--- src/rtl/bigint_pkg.sv ---
// Shared constants and types for the big-integer arithmetic unit
// (sequential 256x256 multiplier and 512/256 restoring divider).
package bigint_pkg;

    // Divider widths: dividend/quotient, divisor/remainder, step counter.
    localparam int N_W   = 512;
    localparam int D_W   = 256;
    localparam int CNT_W = $clog2(N_W);

    // Limb width of the sequential multiplier datapath.
    localparam int LIMB_W = 64;

    // Divider control states.
    typedef enum logic [1:0] {
        IDLE      = 2'd0,
        ITER      = 2'd1,
        DONE_ZERO = 2'd2
    } div_state_t;

endpackage

--- src/rtl/div_step.sv ---
// One restoring-division step: shift the next dividend bit into the
// partial remainder, subtract the divisor when it fits, emit the quotient bit.
module div_step
    import bigint_pkg::*;
(
    input  logic [D_W-1:0] rem,
    input  logic           msb,
    input  logic [D_W-1:0] d,
    output logic [D_W-1:0] rem_next,
    output logic           qbit
);

    // The shifted value needs D_W+1 bits for the compare only; since rem < d
    // on entry, t - d < d, so the result always fits back into D_W bits.
    logic [D_W:0] w_t;

    // Compare-and-conditionally-subtract.
    always_comb begin
        // NOTE: every output gets a default before any conditional update, so
        // no path leaves a value unassigned and no latch is inferred.
        w_t      = {rem, msb};
        qbit     = (w_t >= {1'b0, d});
        rem_next = w_t[D_W-1:0];
        if (qbit) begin
            rem_next = D_W'(w_t - {1'b0, d});
        end
    end

endmodule

--- src/rtl/div512_by256_seq.sv ---
// Sequential restoring divider: 512-bit dividend / 256-bit divisor,
// one quotient bit per clock, start/busy/done handshake.
module div512_by256_seq
    import bigint_pkg::*;
(
    input  logic           clk,
    input  logic           rst_n,
    input  logic           start,
    input  logic [N_W-1:0] N,
    input  logic [D_W-1:0] D,
    output logic           busy,
    output logic           done,
    output logic [N_W-1:0] Q,
    output logic [D_W-1:0] R,
    output logic           dz
);

    div_state_t       r_state;
    logic [N_W-1:0]   r_nq;     // dividend shifting out, quotient shifting in
    logic [D_W-1:0]   r_dreg;
    logic [D_W-1:0]   r_rem;    // extra compare bit lives inside div_step
    logic [CNT_W-1:0] r_cnt;
    logic             r_busy;
    logic             r_done;
    logic             r_dz;
    logic [N_W-1:0]   r_q;
    logic [D_W-1:0]   r_r;

    logic [D_W-1:0]   w_rem_next;
    logic             w_qbit;
    logic [N_W-1:0]   w_nq_next;

    div_step u_step (
        .rem      (r_rem),
        .msb      (r_nq[N_W-1]),
        .d        (r_dreg),
        .rem_next (w_rem_next),
        .qbit     (w_qbit)
    );

    assign w_nq_next = {r_nq[N_W-2:0], w_qbit};

    // Control FSM, iteration datapath and registered result outputs.
    always_ff @(posedge clk or negedge rst_n) begin
        if (!rst_n) begin
            r_state <= IDLE;
            r_nq    <= '0;
            r_dreg  <= '0;
            r_rem   <= '0;
            r_cnt   <= '0;
            r_busy  <= 1'b0;
            r_done  <= 1'b0;
            r_dz    <= 1'b0;
            r_q     <= '0;
            r_r     <= '0;
        end else begin
            // NOTE: state uses non-blocking assignments so every register in
            // this block sees the pre-edge values of the others.
            r_done <= 1'b0;
            case (r_state)
                IDLE: begin
                    if (start) begin
                        r_nq   <= N;
                        r_dreg <= D;
                        r_rem  <= '0;
                        r_cnt  <= '0;
                        r_busy <= 1'b1;
                        r_state <= (D == '0) ? DONE_ZERO : ITER;
                    end
                end
                ITER: begin
                    r_rem <= w_rem_next;
                    r_nq  <= w_nq_next;
                    r_cnt <= r_cnt + CNT_W'(1);
                    if (r_cnt == CNT_W'(N_W - 1)) begin
                        r_q     <= w_nq_next;
                        r_r     <= w_rem_next;
                        r_dz    <= 1'b0;
                        r_done  <= 1'b1;
                        r_busy  <= 1'b0;
                        r_state <= IDLE;
                    end
                end
                DONE_ZERO: begin
                    r_q     <= '1;
                    r_r     <= r_nq[D_W-1:0];
                    r_dz    <= 1'b1;
                    r_done  <= 1'b1;
                    r_busy  <= 1'b0;
                    r_state <= IDLE;
                end
                default: begin
                    r_busy  <= 1'b0;
                    r_state <= IDLE;
                end
            endcase
        end
    end

    assign busy = r_busy;
    assign done = r_done;
    assign Q    = r_q;
    assign R    = r_r;
    assign dz   = r_dz;

endmodule
--- config.mk ---
export PLATFORM = sky130hd
export DESIGN_NAME = div512_by256_seq
export DESIGN_NICKNAME = d
export VERILOG_FILES = /design/src/rtl/bigint_pkg.sv /design/src/rtl/div_step.sv /design/src/rtl/div512_by256_seq.sv
export SDC_FILE = /design/constraint.sdc
export NUM_CORES = 2
export LEC_CHECK = 0
export CAP_MARGIN = 25
export CORE_AREA = 2 2 601 603
export CTS_CLUSTER_DIAMETER = 60
export DETAILED_ROUTE_END_ITERATION = 7
export DIE_AREA = 0 0 603 605
export SKIP_CTS_REPAIR_TIMING = 1
export SLEW_MARGIN = 10
export SYNTH_ARGS = -nofsm -noshare
export SYNTH_HDL_FRONTEND = slang
export SYNTH_SLANG_ARGS = --single-unit
--- constraint.sdc ---
create_clock -name clk -period 3.7 [get_ports clk]
set_input_delay 0.37 -clock clk [delete_from_list [all_inputs] [get_ports clk]]
set_output_delay 0.37 -clock clk [all_outputs]
set_load 0.02 [all_outputs]
==> flow_summary.ini <==
[worst_hold_path]
holdCritPathClass = in -> reg

[sta]
max_freq_mhz = 213
fin_worst_skew_ps = 111
finalSetupViolations = 514
post-route-period-util_pct = 127
worst_pin_slew_ps = 1310
hold_violations = 4
period_needed_ps = 4700
rsz0062_at_grt = yes
setup_ws_ps = -998
worst_slew_margin_rel_pct = 12.9
slew_violations = 0
timing.hold.ws_ps = -5.87

[yosys]
synth.largest_area_cell = dfrtp_1
synth_area_leaders = dfrtp_1 46%, o21ai_0 9.3%, a21oi_1 6.5%
syn_nets = 12786
synth_flop_cell = dfrtp_1
yosysSeqAreaShare_pct = 45.7
synth_area_um2 = 98900
yosysUniqueCellTypes = 93
synth_most_common_cell = o21ai_0
synth.avg_cell_area_um2 = 8.41
synthTopCellsByCount = 1830 x o21ai_0, 1806 x dfrtp_1, 1620 x nand2_1, 1281 x a21oi_1, 1005 x nor2_1
synth_seq_cells = 1806
synth_cells = 11753
synthArstFlopShare_pct = 100
synth_top_area_share_pct = 45.7
ys_warn_count = 0
synth_enable_flop_cells = 0

[critical_path]
cp_data_required_time_ps = 4520
r2r_setup_slack_ps = -1000
critPathKind = reg -> reg
crit_path_start_kind = register
arrival_ps = 5520
end_kind = register
cp_max_fo = 4

[cts]
numCtsBuffers = 230
cts_root_buffer = clkbuf_16
clock-sinks = 1806
clkTransAtPathRegs_ps = 70
htree_levels = 4
cts_tree = done
clk_path_buf_depth = 4
clk_latency_ps = 1010

[power]
p_int_w = 0.0550
switchingPower_w = 0.0386
p_per_area_nw_per_um2 = 645
pwr-share-seq_pct = 32.1
peakVddDrop_uv = 572
p_leak_nw = 62.8
power_frac_clock_pct = 25.6
combPwrFrac_pct = 42.2
switching_share_pct = 41.2

[layout]
regArea_um2 = 45200
multiInputGateArea_um2 = 50800
layout-drive-gt1-share_pct = 19.2
nNetsFinal = 15882
area.growth.synth_to_final_pct = 46.8
fill_cells = 36211

[floorplanning]
row_count = 220
ios = 1542
core_area_um2 = 358000
initial_utilization_pct = 27.6
die_width_um = 603
die_area_um2 = 365000
die_h_um = 605

[global_route]
grt_pass1_vias = 101026
antenna_found_initial = 125
grt_pass1_wl_um = 743000
grt_use_total_pct = 27.8
overflow = 0
grt_max_degree = 202

[detailed_routing]
wl_um = 533000
vias = 104096
vias_per_cell = 5.24
ant_nets = 0
route.detailed.drc = 0
wire_per_inst_um = 26.8
drt-initial-drc-count = 10709
drt-pass1-iter-count = 6

[placement]
dp_slack_ps = -1720
dp_hpwl_um = 417000
numPortBuffers = 1541
globalplace.congestion = 1.01

[run]
max_cap_viol_count = 0

[run_status]
outcome = finished with violations
violations = hold timing, setup timing
-- path summary, 6_finish.rpt --
kind / startpoint / endpoint / depth (start not counted)
worst max-delay path: r_rem[35] / R[254] / 17
worst min-delay path: N[250] / r_nq[250] / 3
worst max register to register: r_rem[35] / R[254] / 17
worst min register to register: Q[1] / Q[1] / 2
max in group asynchronous: rst_n / r_nq[495] / 3
min in group asynchronous: rst_n / r_nq[108] / 2
-- worst max-delay path, stage by stage (launching register included) --
cell      delay, ps
dfrtp_1         400
ha_1            360
nand4_1         270
or4_4           590
or3_4           410
a211oi_2        240
buf_4           200
o31ai_4          80
buf_12          170
o21ai_4         140
buf_12          150
nor4bb_4        210
buf_4           180
o31a_1          320
a31oi_4         170
o21ai_2         220
xor2_2          100
a221o_1         330
-- sequential cells by signal (all words and copies together), names as in the netlist --
name     count
Q          512
r_nq       512
R          256
r_dreg     256
r_rem      256
r_cnt        9
r_state      2
busy         1
done         1
dz           1
-- per-layer routing --
metal / part of all wire, % / track usage [%] / vias to the layer above
met5: 0.071 / 0 / -
met4: 5.2 / 13.5 / 54
met3: 9.4 / 9.08 / 938
met2: 45 / 43.7 / 4196
met1: 40 / 34.4 / 51003
li1: - / - / 47905
-- placed cells by master (no fill, tap or decap), drive strengths merged, types with 54 or more instances in the layout --
cell type      count
and2              94
nor4             102
diode             61
a22o              54
nor3              97
mux2i            361
dfrtp           1806
nand2           1622
nor2            1005
o22ai            521
clkdlybuf4s50   1539
a21o             116
a21oi           1281
o21bai           106
nand4            177
o21a              79
nand3b           205
xnor2            153
buf             2166
inv              394
ha               261
clkbuf           313
o21ai           1870
xor2             101
-- cell type report --
cell class              count  area share, %
inverters                 365          0.954
well taps                4773           4.11
multi-input cells        8709           35.0
repair buffers           3737           23.1
diodes                     61          0.105
flip-flops and latches   1806           31.1
clock inverters           120           1.09
clock buffers             307           4.48
-- power groups by stage --
stage	Combinational [W]	Clock (W)	Sequential, W
after floorplan	0.0188	0	0.0290
after global placement	0.0378	0	0.0302
after detailed placement	0.0382	0	0.0304
after CTS	0.0384	0.0243	0.0301
after global routing	0.0427	0.0252	0.0306
final	0.0396	0.0240	0.0301
-- through the flow --
stage / power (W) / area, µm² / util (%) / setup TNS (ps) / instances
floorplan: 0.0478 / 98900 / - / -13.1 / 11753
global placement: 0.0681 / 134000 / 37.5 / -664390 / 19323
detailed placement: 0.0686 / 134000 / 37.5 / -669370 / 19324
CTS: 0.0927 / 142000 / 39.8 / -699350 / 19751
global route: 0.0985 / 145000 / 40.5 / -428460 / 19870
finish: 0.0937 / 145000 / 40.5 / -339250 / 19878
-- cells by family after synthesis --
kind of cell	share of synthesized area [%]
buffers and inverters	4.80
flip-flops	45.7
XOR/XNOR	2.25
AND/OR/NAND/NOR	15.7
multiplexers	3.68
AO/OA/AOI/OAI	24.5
adder cells (fa/ha/maj)	3.32
No activity file was read; power rests on OpenSTA's default activity.
